File: src/rtl/if_stage_if.sv
// Fetch-stage bundle: inst SRAM port plus the fs->ds valid/allowin link.
// master = fetch stage; slave = SRAM and decode side.
interface if_stage_if;
  logic        inst_sram_en;
  logic        inst_sram_we;
  logic [31:0] inst_sram_addr;
  logic [31:0] inst_sram_wdata;
  logic [31:0] inst_sram_rdata;
  logic        ds_allowin;
  logic        br_taken;
  logic [31:0] br_target;
  logic        fs_to_ds_valid;
  logic [31:0] fs_pc;
  logic [31:0] fs_inst;

  modport master (
    output inst_sram_en, inst_sram_we,
    output inst_sram_addr, inst_sram_wdata,
    input  inst_sram_rdata,
    input  ds_allowin, br_taken, br_target,
    output fs_to_ds_valid, fs_pc, fs_inst
  );

  modport slave (
    input  inst_sram_en, inst_sram_we,
    input  inst_sram_addr, inst_sram_wdata,
    output inst_sram_rdata,
    output ds_allowin, br_taken, br_target,
    input  fs_to_ds_valid, fs_pc, fs_inst
  );
endinterface

File: src/rtl/if_stage.sv
// Instruction fetch: owns the PC, drives the 1-cycle inst SRAM, buffers
// on decode stall, squashes on redirect. Ports: clk, reset, bus (master).
module if_stage #(
  parameter logic [31:0] PC_RESET = 32'h1c00_0000
) (
  input  logic        clk,
  input  logic        reset,
  if_stage_if.master  bus
);

  logic        fs_valid;
  logic [31:0] fs_pc_r;
  logic [31:0] inst_buf;
  logic        inst_buf_valid;
  logic        br_pend;
  logic [31:0] br_pend_tgt;

  logic        fs_allowin;
  logic [31:0] nextpc;

  assign fs_allowin = !fs_valid || bus.ds_allowin;

  // A live redirect beats an older pending one.
  assign nextpc = bus.br_taken ? bus.br_target :
                  br_pend      ? br_pend_tgt   :
                                 fs_pc_r + 32'd4;

  assign bus.inst_sram_en    = !reset && fs_allowin;
  assign bus.inst_sram_we    = 1'b0;
  assign bus.inst_sram_addr  = nextpc;
  assign bus.inst_sram_wdata = 32'd0;

  // Wrong-path instruction dies the same cycle decode redirects.
  assign bus.fs_to_ds_valid = fs_valid && !bus.br_taken;
  assign bus.fs_pc          = fs_pc_r;
  assign bus.fs_inst        = inst_buf_valid ? inst_buf
                                             : bus.inst_sram_rdata;

  always_ff @(posedge clk) begin
    if (reset) begin
      fs_valid       <= 1'b0;
      fs_pc_r        <= PC_RESET - 32'd4;
      inst_buf       <= 32'd0;
      inst_buf_valid <= 1'b0;
      br_pend        <= 1'b0;
      br_pend_tgt    <= 32'd0;
    end else if (fs_allowin) begin
      fs_valid       <= 1'b1;
      fs_pc_r        <= nextpc;
      br_pend        <= 1'b0;
      inst_buf_valid <= 1'b0;
    end else if (bus.br_taken) begin
      // Stalled redirect: drop the held instruction, fetch target next.
      fs_valid       <= 1'b0;
      inst_buf_valid <= 1'b0;
      br_pend        <= 1'b1;
      br_pend_tgt    <= bus.br_target;
    end else if (!inst_buf_valid) begin
      // SRAM output is only trustworthy on the first stall cycle.
      inst_buf       <= bus.inst_sram_rdata;
      inst_buf_valid <= 1'b1;
    end
  end

endmodule

File: src/flat_wrapper.sv
// flat-port wrapper written by rule: the top's interface ports become plain ports
module if_stage_flat 
#(
  parameter logic [31:0] PC_RESET = 32'h1c00_0000
)
  (clk, reset, bus_inst_sram_en, bus_inst_sram_we, bus_inst_sram_addr, bus_inst_sram_wdata, bus_inst_sram_rdata, bus_ds_allowin, bus_br_taken, bus_br_target, bus_fs_to_ds_valid, bus_fs_pc, bus_fs_inst);
  if_stage_if bus_i ();
  input  logic clk;
  input  logic reset;
  output wire logic [$bits(bus_i.inst_sram_en)-1:0] bus_inst_sram_en;
  output wire logic [$bits(bus_i.inst_sram_we)-1:0] bus_inst_sram_we;
  output wire logic [$bits(bus_i.inst_sram_addr)-1:0] bus_inst_sram_addr;
  output wire logic [$bits(bus_i.inst_sram_wdata)-1:0] bus_inst_sram_wdata;
  input wire logic [$bits(bus_i.inst_sram_rdata)-1:0] bus_inst_sram_rdata;
  input wire logic [$bits(bus_i.ds_allowin)-1:0] bus_ds_allowin;
  input wire logic [$bits(bus_i.br_taken)-1:0] bus_br_taken;
  input wire logic [$bits(bus_i.br_target)-1:0] bus_br_target;
  output wire logic [$bits(bus_i.fs_to_ds_valid)-1:0] bus_fs_to_ds_valid;
  output wire logic [$bits(bus_i.fs_pc)-1:0] bus_fs_pc;
  output wire logic [$bits(bus_i.fs_inst)-1:0] bus_fs_inst;
  assign bus_inst_sram_en = bus_i.inst_sram_en;
  assign bus_inst_sram_we = bus_i.inst_sram_we;
  assign bus_inst_sram_addr = bus_i.inst_sram_addr;
  assign bus_inst_sram_wdata = bus_i.inst_sram_wdata;
  assign bus_i.inst_sram_rdata = bus_inst_sram_rdata;
  assign bus_i.ds_allowin = bus_ds_allowin;
  assign bus_i.br_taken = bus_br_taken;
  assign bus_i.br_target = bus_br_target;
  assign bus_fs_to_ds_valid = bus_i.fs_to_ds_valid;
  assign bus_fs_pc = bus_i.fs_pc;
  assign bus_fs_inst = bus_i.fs_inst;
  if_stage #(.PC_RESET(PC_RESET)) u_core (.clk(clk), .reset(reset), .bus(bus_i));
endmodule
File: config.mk
export PLATFORM = sky130hd
export DESIGN_NAME = if_stage_flat
export DESIGN_NICKNAME = d
export VERILOG_FILES = /design/src/rtl/if_stage_if.sv /design/src/rtl/if_stage.sv /design/src/flat_wrapper.sv
export SDC_FILE = /design/constraint.sdc
export NUM_CORES = 1
export LEC_CHECK = 0
export BUFFER_PORTS_ARGS = -buffer_cell sky130_fd_sc_hd__buf_2
export CAP_MARGIN = 30
export CORE_ASPECT_RATIO = 0.6
export CORE_MARGIN = 4
export CORE_UTILIZATION = 45
export DETAILED_ROUTE_END_ITERATION = 12
export HOLD_SLACK_MARGIN = 0.02
export PLACE_DENSITY = 0.76
export SYNTH_ARGS = -nofsm -noshare
export SYNTH_HDL_FRONTEND = slang
export SYNTH_SLANG_ARGS = --single-unit
File: constraint.sdc
create_clock -name clk -period 1.9 [get_ports clk]
set_input_delay 0.095 -clock clk [delete_from_list [all_inputs] [get_ports clk]]
set_output_delay 0.095 -clock clk [all_outputs]
set_load 0.02 [all_outputs]
Word-level counts from Yosys, hierarchy flattened. Index checks and enable logic that the tools add are counted.

Register bits: 99. Bits in latches: 0. Bits in writable memories: 0. Memory bits (read-only): 0. Input port bits: 68. Word-level logic and storage cells: 25. Memories: 0.

Add/subtract/negate cells: 1. Multipliers: 0. Divide/modulo/power cells: 0. $lt $le $gt $ge: 0. Eq/ne operators: 0. Shift-type cells: 0. Mux-type cells: 6. Bitwise gates (word level): 2. Reductions and logical operators: 10.

Operators by type and width (count): 32-bit 2-to-1 mux (3); 32-bit by 3-bit adder with 32-bit output (second input constant) (1); 2-bit AND reduction (2); 1-bit logical NOT (3); 1-bit 2-to-1 mux (3); 1-bit logical AND (2); 1-bit NOT (2); 2-bit nonzero test (1); 2-bit OR reduction (1); 1-bit logical OR (1).

Logic depth before layout (Yosys ltp).
Depth after elaboration: 4. Mapped depth: 7. Depth with buffers taken out: 6.

Worst setup path before layout. Ideal clock, no wire load.

Kind: register to output. From: reg u_core.fs_pc_r[2] (netlist: u_core.bus.fs_pc[2]). To: out bus_inst_sram_addr[20]. Arrival time: 2.136 ns. Setup slack: -0.331 ns. Stages on the path, launching flop included: 8. Buffers on the path: 1. Cell sequence: dfxtp_1 -> ha_1 -> nand4_2 -> nor4_2 -> buf_2 -> nand2_1 -> xor2_1 -> o21ai_0.

Longest elaborated chain between the ends: 3.

Ends and longest elaborated chain: from (decl) (line if_stage.sv:12) `logic [31:0] fs_pc_r;`; from (signal assigned) (line if_stage.sv:42) `fs_pc_r <= PC_RESET - 32'd4;`; from (signal assigned) (line if_stage.sv:49) `fs_pc_r <= nextpc;`; 32-bit by 3-bit adder with 32-bit output (line if_stage.sv:26) `fs_pc_r + 32'd4;`; 32-bit 2-to-1 mux (line if_stage.sv:25) `br_pend ? br_pend_tgt :`; 32-bit 2-to-1 mux (line if_stage.sv:24) `assign nextpc = bus.br_taken ? bus.br_target :`; to (decl) (line flat_wrapper.sv:12) `output wire logic [$bits(bus_i.inst_sram_addr)-1:0] bus_inst_sram_addr;`.

No other way between the ends.

Final worst setup path.
From: reg u_core.fs_pc_r[12] (netlist: u_core.bus.fs_pc[12]). To: out bus_inst_sram_addr[31].

Same word-level chain as after synthesis.

==> results by group <==
Synthesis
  • Syn Area/Cell: between 7 and 8 um2
  • Synth warn: 0
  • Yosys cell types: 58
  • Post-synth ARST share: 0%
  • Register bit total from synthesis: 99
  • Ys flop type: dfxtp_1
  • Seq/Total Area, Yosys: between 30 and 40%
  • Mapped Area: ~0.0055 mm2
  • Post-synth EDFFs: 0
  • Gate Count Post-Synth: approximately 730

Status
  • Failing checks: negative setup slack
  • Status: finished, violations left

STA
  • # setup viols final: 29
  • Max Clock Freq: ~0.44 GHz
  • Worst clock skew: approximately 11 ps
  • Rel. slew slack: just over 60%
  • Tcrit/Tclk final: 120.7%
  • Final setup margin: -392.8 ps
  • Slew @ Worst Pin: about 570 ps
  • RSZ-0062 raised after global routing: yes
  • Fin. Hold Viols: 0
  • Final slew viol count: 0
  • Fin crit period: 2293 ps

Floorplanning
  • Core ar.: 0.01202 mm2
  • I/O Pins: 199
  • Die H: ~94 um
  • Floorplan row count: 31
  • Die Area: about 0.014 mm2
  • Die X: around 150 um
  • Initial core utilization: a little under half

Setup path
  • Worst path slowest cell: dfxtp_2
  • Critical Path Max Stage Delay: roughly 350 ps
  • CP Cell Sequence: nand4_1 > buf_4 > nor3_4 > buf_6 > nand4_1 > xnor2_2 > a21oi_2 > buf_4
  • Worst R2R Start: u_core.bus.fs_pc[9]
  • Worst EP arrival: between 2000 and 2500 ps
  • Worst Path Required: 1800 ps
  • Crit path kind: reg2out
  • Critical path origin: u_core.bus.fs_pc[12]
  • Crit path launch type: flip-flop
  • Critical path fanouts, max: 5
  • Endpoint kind of the worst setup timing path: output pin

Global route
  • Largest net degree at the start of global routing: 36
  • Vias in the first global route: ~5600
  • Total gr overflow: 0
  • Initial antenna violation count: 1
  • First-pass GRT wire length: between 20000 and 30000 um
  • GRT Resource Usage Total: between 20% and 30%

Drt
  • Drt initial violations: 547
  • Post-route ant nets: 0
  • Residual DRC: 0
  • Final wirelength: roughly 20000 um
  • Vias: between 6000 and 7000
  • DR WL/cell: roughly 17 um
  • Vias per cell: 5.516
  • Initial DRT Pass Iterations: 6

Final layout
  • Final core utilization: between 60% and 70%
  • Share of layout cells above drive strength 1: 39.92%
  • Ant diodes: 0
  • Finished Cell Area: 0.008132 mm2
  • Nets: 1041
  • Area growth syn-to-layout: 47.24%

CTS
  • Register clock-pin slew on the reported worst setup and hold paths: about 80 ps
  • CTS root buffer: clkbuf_16
  • Max Root-Sink Buffers: 2
  • Htree depth: 3
  • Clock sink count: just under 100
  • Skew-Pair Late Insertion Delay: roughly 350 ps
  • CTS tree: built
  • CTS buffer count: 9

Place
  • Final RePlAce weighted congestion: between 0.8 and 0.9
  • # port buffers: 165
  • Area of placed instances: between 0.006 and 0.007 mm2
  • DPL Wire Length: approximately 13000 um

Power and ir drop
  • Cell Pwr Density: around 760 mW/mm2
  • P_leak: about 3.4 nW
  • VDD IR max: just under 0.5 mV
  • Pwr Total: around 6.2 mW

Min path
  • Hold path start: bus_br_target[29]
  • Worst hold-check path type: in2reg

Run
  • Max Cap Violations: 0
where the power goes:
part	leakage, nW	switching [mW]	internal [mW]
Combinational	2.44	1.19	0.878
Clock	0.146	0.902	0.928
Sequential	0.808	0.0982	2.20
Total	3.39	2.19	4.01
worst max-delay path: cells and delay by family, from the launching register on:
family | cells | cell delay [ps]
AOI/OAI and AO/OA | 1 | 150
xor gates and xnor gates | 1 | 250
buffers and inverters | 3 | 500
DFF | 1 | 350
and+or+nand+nor | 3 | 590
flip-flops by register name, indices dropped and copies added (netlist names):
register,flops
u_core.bus.fs_pc,32
u_core.inst_buf,32
u_core.fs_valid,1
u_core.br_pend_tgt,32
u_core.br_pend,1
u_core.inst_buf_valid,1
final timing paths:
check                                 to  slack (ps)  depth (start not counted)
setup / recovery  bus_inst_sram_addr[31]        -390                          8
hold / removal    u_core.br_pend_tgt[29]          40                          3
setup reg to reg    u_core.bus.fs_pc[16]        -160                         11
hold reg to reg   u_core.br_pend_tgt[27]         460                          2
placed cells by master, fill, tap and decap left out, drive strengths merged, types with 3 or more instances in the layout:
master / count
and2: 4
inv: 11
mux2i: 8
o21ai: 30
and4: 6
nand4: 11
a211oi: 4
nand2b: 5
xnor2: 12
and3: 3
a21oi: 63
or3: 4
a2bb2oi: 4
nand2: 104
xor2: 11
buf: 264
o22ai: 7
dlygate4sd3: 29
dfxtp: 99
a22oi: 15
o41ai: 3
mux2: 33
nor3: 75
nand3: 19
a21o: 3
o211ai: 3
nor2b: 3
nor2: 69
a31oi: 5
conb: 33
clkbuf: 9
Yosys cell counts (12+ instances only):
library cell	n	share of area (%)
nand2_1	103	7.0
dfxtp_1	99	36
nor3_1	74	6.7
nor2_1	69	4.7
a21oi_1	63	5.7
clkbuf_1	42	2.9
buf_4	33	4.5
mux2_2	33	6.7
o21ai_0	27	2.4
nand3_1	18	1.6
a22oi_1	15	2.0
xnor2_1	12	1.9
cells by family after synthesis:
family / share of synthesized area (%)
adders and majority gates: 0.2265
DFF: 35.89
buffers and inverters: 8.858
xor gates and xnor gates: 3.647
and+or+nand+nor: 26.42
AOI/OAI and AO/OA: 16.72
muxes: 8.179
other: 0.06790
per-stage QoR:
step / setup slack, ps / instances / setup TNS, ps / hold WS, ps
floorplan: 2.666 / 758 / 0 / 231.0
global placement: -64.30 / 1064 / -91.21 / 350.1
detailed placement: -169.4 / 1064 / -462.5 / 355.7
CTS: -329.0 / 1134 / -4185 / 22.98
global route: -453.4 / 1142 / -7511 / 31.38
finish: -392.8 / 1142 / -5246 / 35.10
routing by layer:
layer  share of wire [%]  vias to the layer above  GRT usage [%]
met5                   0                        -              0
met4                 1.9                        0          6.787
met3                 9.6                       36          5.352
met2                  46                      315          40.37
met1                  43                     2962          36.02
li1                    -                     2986              -
final cells by class:
type                    count  area (um2)
well taps                 165       206.4
multi-input cells         563        3515
clock buffers               9       225.2
repair buffers            293        2091
clock inverters             7       65.06
flip-flops and latches     99        2007
inverters                   6       22.52
fillers                   964        3892
repair_timing:
| action | in CTS | in global routing |
|---|---|---|
| pin swaps | 23 | 27 |
| endpoints found under the setup margin | 29 | 35 |
| setup buffers | 25 | 12 |
| hold endpoints to repair | 29 | 0 |
| resized for setup | 75 | 44 |
| hold buffers | 29 | 0 |
Note: power is estimated with default switching activity, not from simulation.
